--- src/rtl/tlb_probe_array_pkg.sv ---
// rtl/tlb_probe_array_pkg.sv - shared sizes, probe FSM encoding, entry layout and result packing for the TLB probe array
package tlb_probe_array_pkg;

  localparam int TLBNUM_DEF = 16;
  localparam int GRP_DEF    = 4;
  localparam int IDX_W      = 4;

  localparam int VPN2_W = 19;
  localparam int ASID_W = 8;
  localparam int PFN_W  = 20;
  localparam int C_W    = 3;

  localparam int EHI_VPN2_MSB = 31;
  localparam int EHI_VPN2_LSB = 13;
  localparam int EHI_ASID_MSB = 7;

  localparam int RES_W         = 6;
  localparam int RES_VALID_BIT = 5;
  localparam int RES_FOUND_BIT = 4;
  localparam int RES_INDEX_LSB = 0;

  typedef enum logic [1:0] {
    ST_IDLE = 2'd0,
    ST_SCAN = 2'd1,
    ST_DONE = 2'd2
  } probe_state_e;

  typedef struct packed {
    logic [VPN2_W-1:0] vpn2;
    logic [ASID_W-1:0] asid;
    logic              g;
    logic [PFN_W-1:0]  pfn0;
    logic [C_W-1:0]    c0;
    logic              d0;
    logic              v0;
    logic [PFN_W-1:0]  pfn1;
    logic [C_W-1:0]    c1;
    logic              d1;
    logic              v1;
  } tlb_entry_t;

  function automatic logic [RES_W-1:0] pack_result(input logic valid, input logic found,
                                                   input logic [IDX_W-1:0] index);
    logic [RES_W-1:0] r;
    r = '0;
    r[RES_VALID_BIT] = valid;
    r[RES_FOUND_BIT] = found;
    r[RES_INDEX_LSB +: IDX_W] = index;
    return r;
  endfunction

endpackage

--- src/rtl/tlb_entry_match.sv ---
// rtl/tlb_entry_match.sv - compares one TLB entry against the probe key
module tlb_entry_match
  import tlb_probe_array_pkg::*;
(
  input  logic [VPN2_W-1:0] entry_vpn2,
  input  logic [ASID_W-1:0] entry_asid,
  input  logic              entry_g,
  input  logic [VPN2_W-1:0] key_vpn2,
  input  logic [ASID_W-1:0] key_asid,
  output logic              hit
);

  // Global entries ignore the ASID entirely.
  assign hit = (entry_vpn2 == key_vpn2) && (entry_g || (entry_asid == key_asid));

endmodule

--- src/rtl/tlb_probe_array.sv ---
// rtl/tlb_probe_array.sv - flop-based TLB with TLBWI/TLBR ports and a multi-cycle grouped TLBP probe
module tlb_probe_array
  import tlb_probe_array_pkg::*;
#(
  parameter int TLBNUM = TLBNUM_DEF,
  parameter int GRP    = GRP_DEF
) (
  input  logic              clk,
  input  logic              reset,

  input  logic              we,
  input  logic [IDX_W-1:0]  w_index,
  input  logic [VPN2_W-1:0] w_vpn2,
  input  logic [ASID_W-1:0] w_asid,
  input  logic              w_g,
  input  logic [PFN_W-1:0]  w_pfn0,
  input  logic [C_W-1:0]    w_c0,
  input  logic              w_d0,
  input  logic              w_v0,
  input  logic [PFN_W-1:0]  w_pfn1,
  input  logic [C_W-1:0]    w_c1,
  input  logic              w_d1,
  input  logic              w_v1,

  input  logic [IDX_W-1:0]  r_index,
  output logic [VPN2_W-1:0] r_vpn2,
  output logic [ASID_W-1:0] r_asid,
  output logic              r_g,
  output logic [PFN_W-1:0]  r_pfn0,
  output logic [C_W-1:0]    r_c0,
  output logic              r_d0,
  output logic              r_v0,
  output logic [PFN_W-1:0]  r_pfn1,
  output logic [C_W-1:0]    r_c1,
  output logic              r_d1,
  output logic              r_v1,

  input  logic              TLBP,
  input  logic [31:0]       EntryHi,
  output logic [RES_W-1:0]  TLBP_result
);

  localparam int NGRP  = TLBNUM / GRP;
  localparam int GRP_W = (NGRP > 1) ? $clog2(NGRP) : 1;
  localparam int SUB_W = (GRP > 1) ? $clog2(GRP) : 1;
  localparam logic [GRP_W-1:0] LAST_GRP = GRP_W'(NGRP - 1);

  tlb_entry_t entries [TLBNUM];

  probe_state_e      state_q, state_d;
  logic [GRP_W-1:0]  grp_q, grp_d;
  logic              found_q, found_d;
  logic [IDX_W-1:0]  index_q, index_d;
  logic [VPN2_W-1:0] key_vpn2_q;
  logic [ASID_W-1:0] key_asid_q;
  logic              load_key;

  logic [GRP-1:0]    hits;
  logic [SUB_W-1:0]  first_hit;
  logic [IDX_W-1:0]  scan_index;

  logic              unused_entryhi;
  assign unused_entryhi = ^EntryHi[EHI_VPN2_LSB-1:EHI_ASID_MSB+1];

  // Only the bits that gate a match are reset; data fields keep whatever they held.
  always_ff @(posedge clk) begin
    if (reset) begin
      for (int i = 0; i < TLBNUM; i++) begin
        entries[i].g  <= 1'b0;
        entries[i].v0 <= 1'b0;
        entries[i].v1 <= 1'b0;
      end
    end else if (we) begin
      entries[w_index] <= '{vpn2: w_vpn2, asid: w_asid, g: w_g,
                            pfn0: w_pfn0, c0: w_c0, d0: w_d0, v0: w_v0,
                            pfn1: w_pfn1, c1: w_c1, d1: w_d1, v1: w_v1};
    end
  end

  tlb_entry_t r_entry;
  assign r_entry = entries[r_index];
  assign r_vpn2  = r_entry.vpn2;
  assign r_asid  = r_entry.asid;
  assign r_g     = r_entry.g;
  assign r_pfn0  = r_entry.pfn0;
  assign r_c0    = r_entry.c0;
  assign r_d0    = r_entry.d0;
  assign r_v0    = r_entry.v0;
  assign r_pfn1  = r_entry.pfn1;
  assign r_c1    = r_entry.c1;
  assign r_d1    = r_entry.d1;
  assign r_v1    = r_entry.v1;

  // One comparator per slot of the current group; the group counter steers the mux.
  for (genvar i = 0; i < GRP; i++) begin : g_match
    logic [IDX_W-1:0] sel;
    assign sel = IDX_W'(int'(grp_q) * GRP + i);

    tlb_entry_match u_match (
      .entry_vpn2 (entries[sel].vpn2),
      .entry_asid (entries[sel].asid),
      .entry_g    (entries[sel].g),
      .key_vpn2   (key_vpn2_q),
      .key_asid   (key_asid_q),
      .hit        (hits[i])
    );
  end

  always_comb begin
    first_hit = '0;
    for (int i = GRP - 1; i >= 0; i--) begin
      if (hits[i]) first_hit = SUB_W'(i);
    end
  end

  assign scan_index = IDX_W'(int'(grp_q) * GRP + int'(first_hit));

  always_comb begin
    state_d  = state_q;
    grp_d    = grp_q;
    found_d  = found_q;
    index_d  = index_q;
    load_key = 1'b0;
    unique case (state_q)
      ST_IDLE: begin
        grp_d   = '0;
        found_d = 1'b0;
        index_d = '0;
        if (TLBP) begin
          load_key = 1'b1;
          state_d  = ST_SCAN;
        end
      end
      ST_SCAN: begin
        if (!TLBP) begin
          state_d = ST_IDLE;
        end else if (we) begin
          // A TLBWI under an in-flight probe invalidates partial results; rescan with the same key.
          grp_d   = '0;
          found_d = 1'b0;
          index_d = '0;
        end else begin
          if (!found_q && (|hits)) begin
            found_d = 1'b1;
            index_d = scan_index;
          end
          if (grp_q == LAST_GRP) state_d = ST_DONE;
          else                   grp_d   = grp_q + GRP_W'(1);
        end
      end
      ST_DONE: begin
        if (!TLBP) state_d = ST_IDLE;
      end
      default: state_d = ST_IDLE;
    endcase
  end

  always_ff @(posedge clk) begin
    if (reset) begin
      state_q <= ST_IDLE;
      grp_q   <= '0;
      found_q <= 1'b0;
      index_q <= '0;
    end else begin
      state_q <= state_d;
      grp_q   <= grp_d;
      found_q <= found_d;
      index_q <= index_d;
    end
  end

  always_ff @(posedge clk) begin
    if (load_key) begin
      key_vpn2_q <= EntryHi[EHI_VPN2_MSB:EHI_VPN2_LSB];
      key_asid_q <= EntryHi[EHI_ASID_MSB:0];
    end
  end

  assign TLBP_result = (state_q == ST_DONE) ? pack_result(1'b1, found_q, index_q) : '0;

endmodule

--- config.mk ---
export PLATFORM = sky130hd
export DESIGN_NAME = tlb_probe_array
export DESIGN_NICKNAME = d
export VERILOG_FILES = /design/src/rtl/tlb_probe_array_pkg.sv /design/src/rtl/tlb_entry_match.sv /design/src/rtl/tlb_probe_array.sv
export SDC_FILE = /design/constraint.sdc
export NUM_CORES = 1
export LEC_CHECK = 0
export BUFFER_PORTS_ARGS = -buffer_cell sky130_fd_sc_hd__buf_2
export CORE_ASPECT_RATIO = 1.2
export CORE_MARGIN = 4
export CORE_UTILIZATION = 57
export CTS_CLUSTER_SIZE = 25
export DETAILED_ROUTE_END_ITERATION = 12
export GPL_TIMING_DRIVEN = 0
export PLACE_DENSITY = 0.71
export SKIP_LAST_GASP = 1
export SYNTH_ARGS = -nofsm -noshare
export SYNTH_HDL_FRONTEND = slang
export SYNTH_SLANG_ARGS = --single-unit
--- constraint.sdc ---
create_clock -name clk -period 13.4 [get_ports clk]
set_input_delay 0.67 -clock clk [delete_from_list [all_inputs] [get_ports clk]]
set_output_delay 0.67 -clock clk [all_outputs]
set_load 0.005 [all_outputs]
==> results.py <==
metrics = {
    "clocking": {
        "postCtsResizedCells": 0,
        "cts_setup_buffers": 0,
        "cts.clk_slew.worst_paths_ns": 0.06,
        "clock_latency_ns": 0.71,
        "cts_tree": "built",
        "clock_sinks": 1286,
        "clk_path_buf_depth": 3,
        "ctsHtreeMaxLevel": 3,
        "cts_root_buffer": "clkbuf_16",
        "postCtsHoldBufs": 0,
        "numCtsBuffers": 118,
    },
    "synthesis": {
        "syn_avg_cell_area_um2": 23.6,
        "synth_nets": 2344,
        "syn_inst": 2221,
        "yosysWarnings": 0,
        "synth.distinct_cells": 43,
        "ys_seq_area_frac": 0.734,
        "syn_area_um2": 52500,
        "ys_ff_latch": 1286,
    },
    "sta": {
        "finalWorstSetupSlack_ns": 8.60,
        "period_needed_ns": 4.80,
        "skew_ns": 0.0198,
        "slew_headroom": 0.0550,
        "final-setup-viol-count": 0,
        "rsz0062_at_grt": "no",
        "timing.fmax_mhz": 208,
        "tns_ns": 0,
        "drv_slew": 0,
        "worst_pin_slew_ns": 1.42,
        "hold_slack_ns": 0.134,
        "hold_violations": 0,
        "finalCritPeriodShare": 0.358,
    },
    "floorplanning": {
        "die_width_um": 285,
        "ios": 206,
        "die_area_um2": 97000,
        "die_h_um": 340,
        "core.rowCount": 121,
        "start_util": 0.577,
        "core_area_um2": 91000,
    },
    "drt": {
        "drc_errors": 0,
        "routed_wirelength_mm": 140,
        "drt-pass1-iter-count": 7,
        "drt-initial-drc-count": 3560,
        "vias_per_cell": 6.76,
        "wire_per_inst_um": 35.3,
        "postRouteAntennaNets": 0,
        "vias": 26900,
    },
    "finish": {
        "fillers": 5671,
        "drive_gt1_frac": 0.382,
        "fin_nets": 2760,
        "utilization": 0.667,
        "area_growth_pct": 15.6,
    },
    "pwr": {
        "finalPower_w": 0.00837,
        "vdd_ir_drop_max_mv": 0.103,
        "power_density_nw_per_um2": 138,
        "p_leak_nw": 19.1,
    },
    "critical_path": {
        "crit_fanout": 10,
        "reg2reg_to": "index_q[2]$_SDFFE_PP0P_",
        "arrival_ns": 4.13,
        "cp-end-kind": "output pin",
        "cp.required_ns": 12.73,
        "start_kind": "input port",
        "crit_end": "r_vpn2[15]",
        "reg2regPathDepth": 9,
        "worstSetupStartpoint": "r_index[0]",
        "path_class": "in2out",
        "r2r_slack_ns": 9.73,
    },
    "global_route": {
        "grt_pass1_wl_mm": 200,
        "overflow": 0,
        "grt_pass1_vias": 27600,
        "antenna_found_initial": 20,
        "globalRouteTotalUtil": 0.291,
        "grt_max_degree": 24,
    },
    "placed_design": {
        "dp_slack_ns": 8.60,
        "io_buffers": 196,
        "dp_hpwl_mm": 92.7,
        "globalplace.congestion": 0.914,
    },
    "status": {
        "status": "complete, no violations",
    },
    "job": {
        "maxCapViolations": 0,
    },
    "min_path": {
        "hold_class": "in2reg",
    },
}
-- per-layer routing --
| layer | vias to the layer above | GRT usage | share of wire |
|---|---|---|---|
| li1 | 10400 | - | - |
| met2 | 1758 | 0.473 | 0.50 |
| met1 | 14300 | 0.402 | 0.36 |
| met3 | 368 | 0.0556 | 0.099 |
| met5 | - | 0 | 0.00074 |
| met4 | 16 | 0.110 | 0.041 |
-- Yosys cell counts (all sizes together) --
master	instances	area share
xnor2	92	0.015
o41a	1	0.00021
nand2b	4	0.00048
inv	4	0.00029
and2	53	0.0063
or3b	1	0.00017
nand4	16	0.0019
a21oi	5	0.00048
nor3	9	0.00086
nand3	8	0.00076
and3	2	0.00024
nand3b	2	0.00029
nor3b	4	0.00057
ha	1	0.00024
clkbuf	78	0.0056
o2111ai	1	0.00017
mux4	502	0.22
o211ai	1	0.00014
o41ai	1	0.00031
o21ai	2	0.00019
dfxtp	11	0.0042
nor2b	1	0.00012
or3	1	0.00012
buf	60	0.0068
a21o	2	0.00029
nor4	6	0.00072
nand2	18	0.0013
nor2	21	0.0015
or2	16	0.0019
edfxtp	1275	0.73
a31oi	1	0.00012
mux2i	1	0.00019
o211a	2	0.00038
o22ai	3	0.00036
xor2	16	0.0027
-- logic make-up after synthesis --
| family | after synthesis | share of synthesized area |
|---|---|---|
| compound gates | 19 | 0.00265 |
| flops | 1286 | 0.734 |
| fa+ha+maj | 1 | 0.000238 |
| buf+inv | 142 | 0.0127 |
| xor+xnor | 108 | 0.0180 |
| simple gates | 162 | 0.0172 |
| mux | 503 | 0.216 |
-- flip-flops by register name, summed over array words and instances (netlist names), named ones only --
name	count
entries	1248
found_q	1
grp_q	2
index_q	4
key_asid_q	8
key_vpn2_q	19
state_q	2
-- stage by stage --
stage / cells / area (um^2)
global placement: 3647 / 55000
global route: 3964 / 60700
floorplan: 2221 / 52500
CTS: 3961 / 60700
finish: 3975 / 60700
detailed placement: 3747 / 56800
-- critical path: stages --
cell,delay (ns)
clkbuf_1,0.35
clkbuf_1,0.72
clkbuf_1,1.04
mux4_2,0.62
mux4_2,0.55
buf_2,0.16
-- placed cells by master (no fill, tap or decap), drive strengths merged, types with 2 or more instances in the layout --
cell type,n
nand3b,2
a21o,2
bufinv,14
o21ai,2
or2,16
nor4,6
nand4,16
o211a,2
a21oi,5
xor2,16
and3,2
edfxtp,1275
nor2,21
mux4,502
nor3b,4
nand2b,4
nand2,18
buf,356
clkinvlp,7
o22ai,3
diode,14
dfxtp,11
clkinv,50
clkbuf,218
inv,7
nand3,8
xnor2,92
and2,53
nor3,9
-- worst min-delay path by stage --
stage | from | end | slack (ns) | cells past startpoint
2_1_floorplan | index_q[1]$_SDFFE_PP0P_ | index_q[1]$_SDFFE_PP0P_ | 0.42 | 2
3_3_place_gp | index_q[1]$_SDFFE_PP0P_ | index_q[1]$_SDFFE_PP0P_ | 0.46 | 2
3_5_place_dp | index_q[2]$_SDFFE_PP0P_ | index_q[2]$_SDFFE_PP0P_ | 0.50 | 2
4_1_cts | EntryHi[3] | key_asid_q[3]$_DFFE_PP_ | 0.10 | 1
5_1_grt | EntryHi[5] | key_asid_q[5]$_DFFE_PP_ | 0.12 | 1
6_report | EntryHi[28] | key_vpn2_q[15]$_DFFE_PP_ | 0.13 | 1
-- area by class of cell --
class,instances,area [um^2],share of cell area
clock buffer,140,3060,0.0504
antenna,14,35.0,0.000577
clock inverter,74,795,0.0131
buffer,138,653,0.0108
inverter,4,15.0,0.000247
sequential,1286,38500,0.634
tap,1230,1540,0.0254
timing repair buffer,296,2670,0.0439
multi-input combinational,793,13400,0.221
-- power by group --
| group | switching (W) | internal (W) |
|---|---|---|
| logic | 0.000282 | 0.000222 |
| registers | 0.0000232 | 0.00448 |
| clock network | 0.00147 | 0.00190 |
| total | 0.00177 | 0.00660 |
Power figures use the tool's default switching activity.
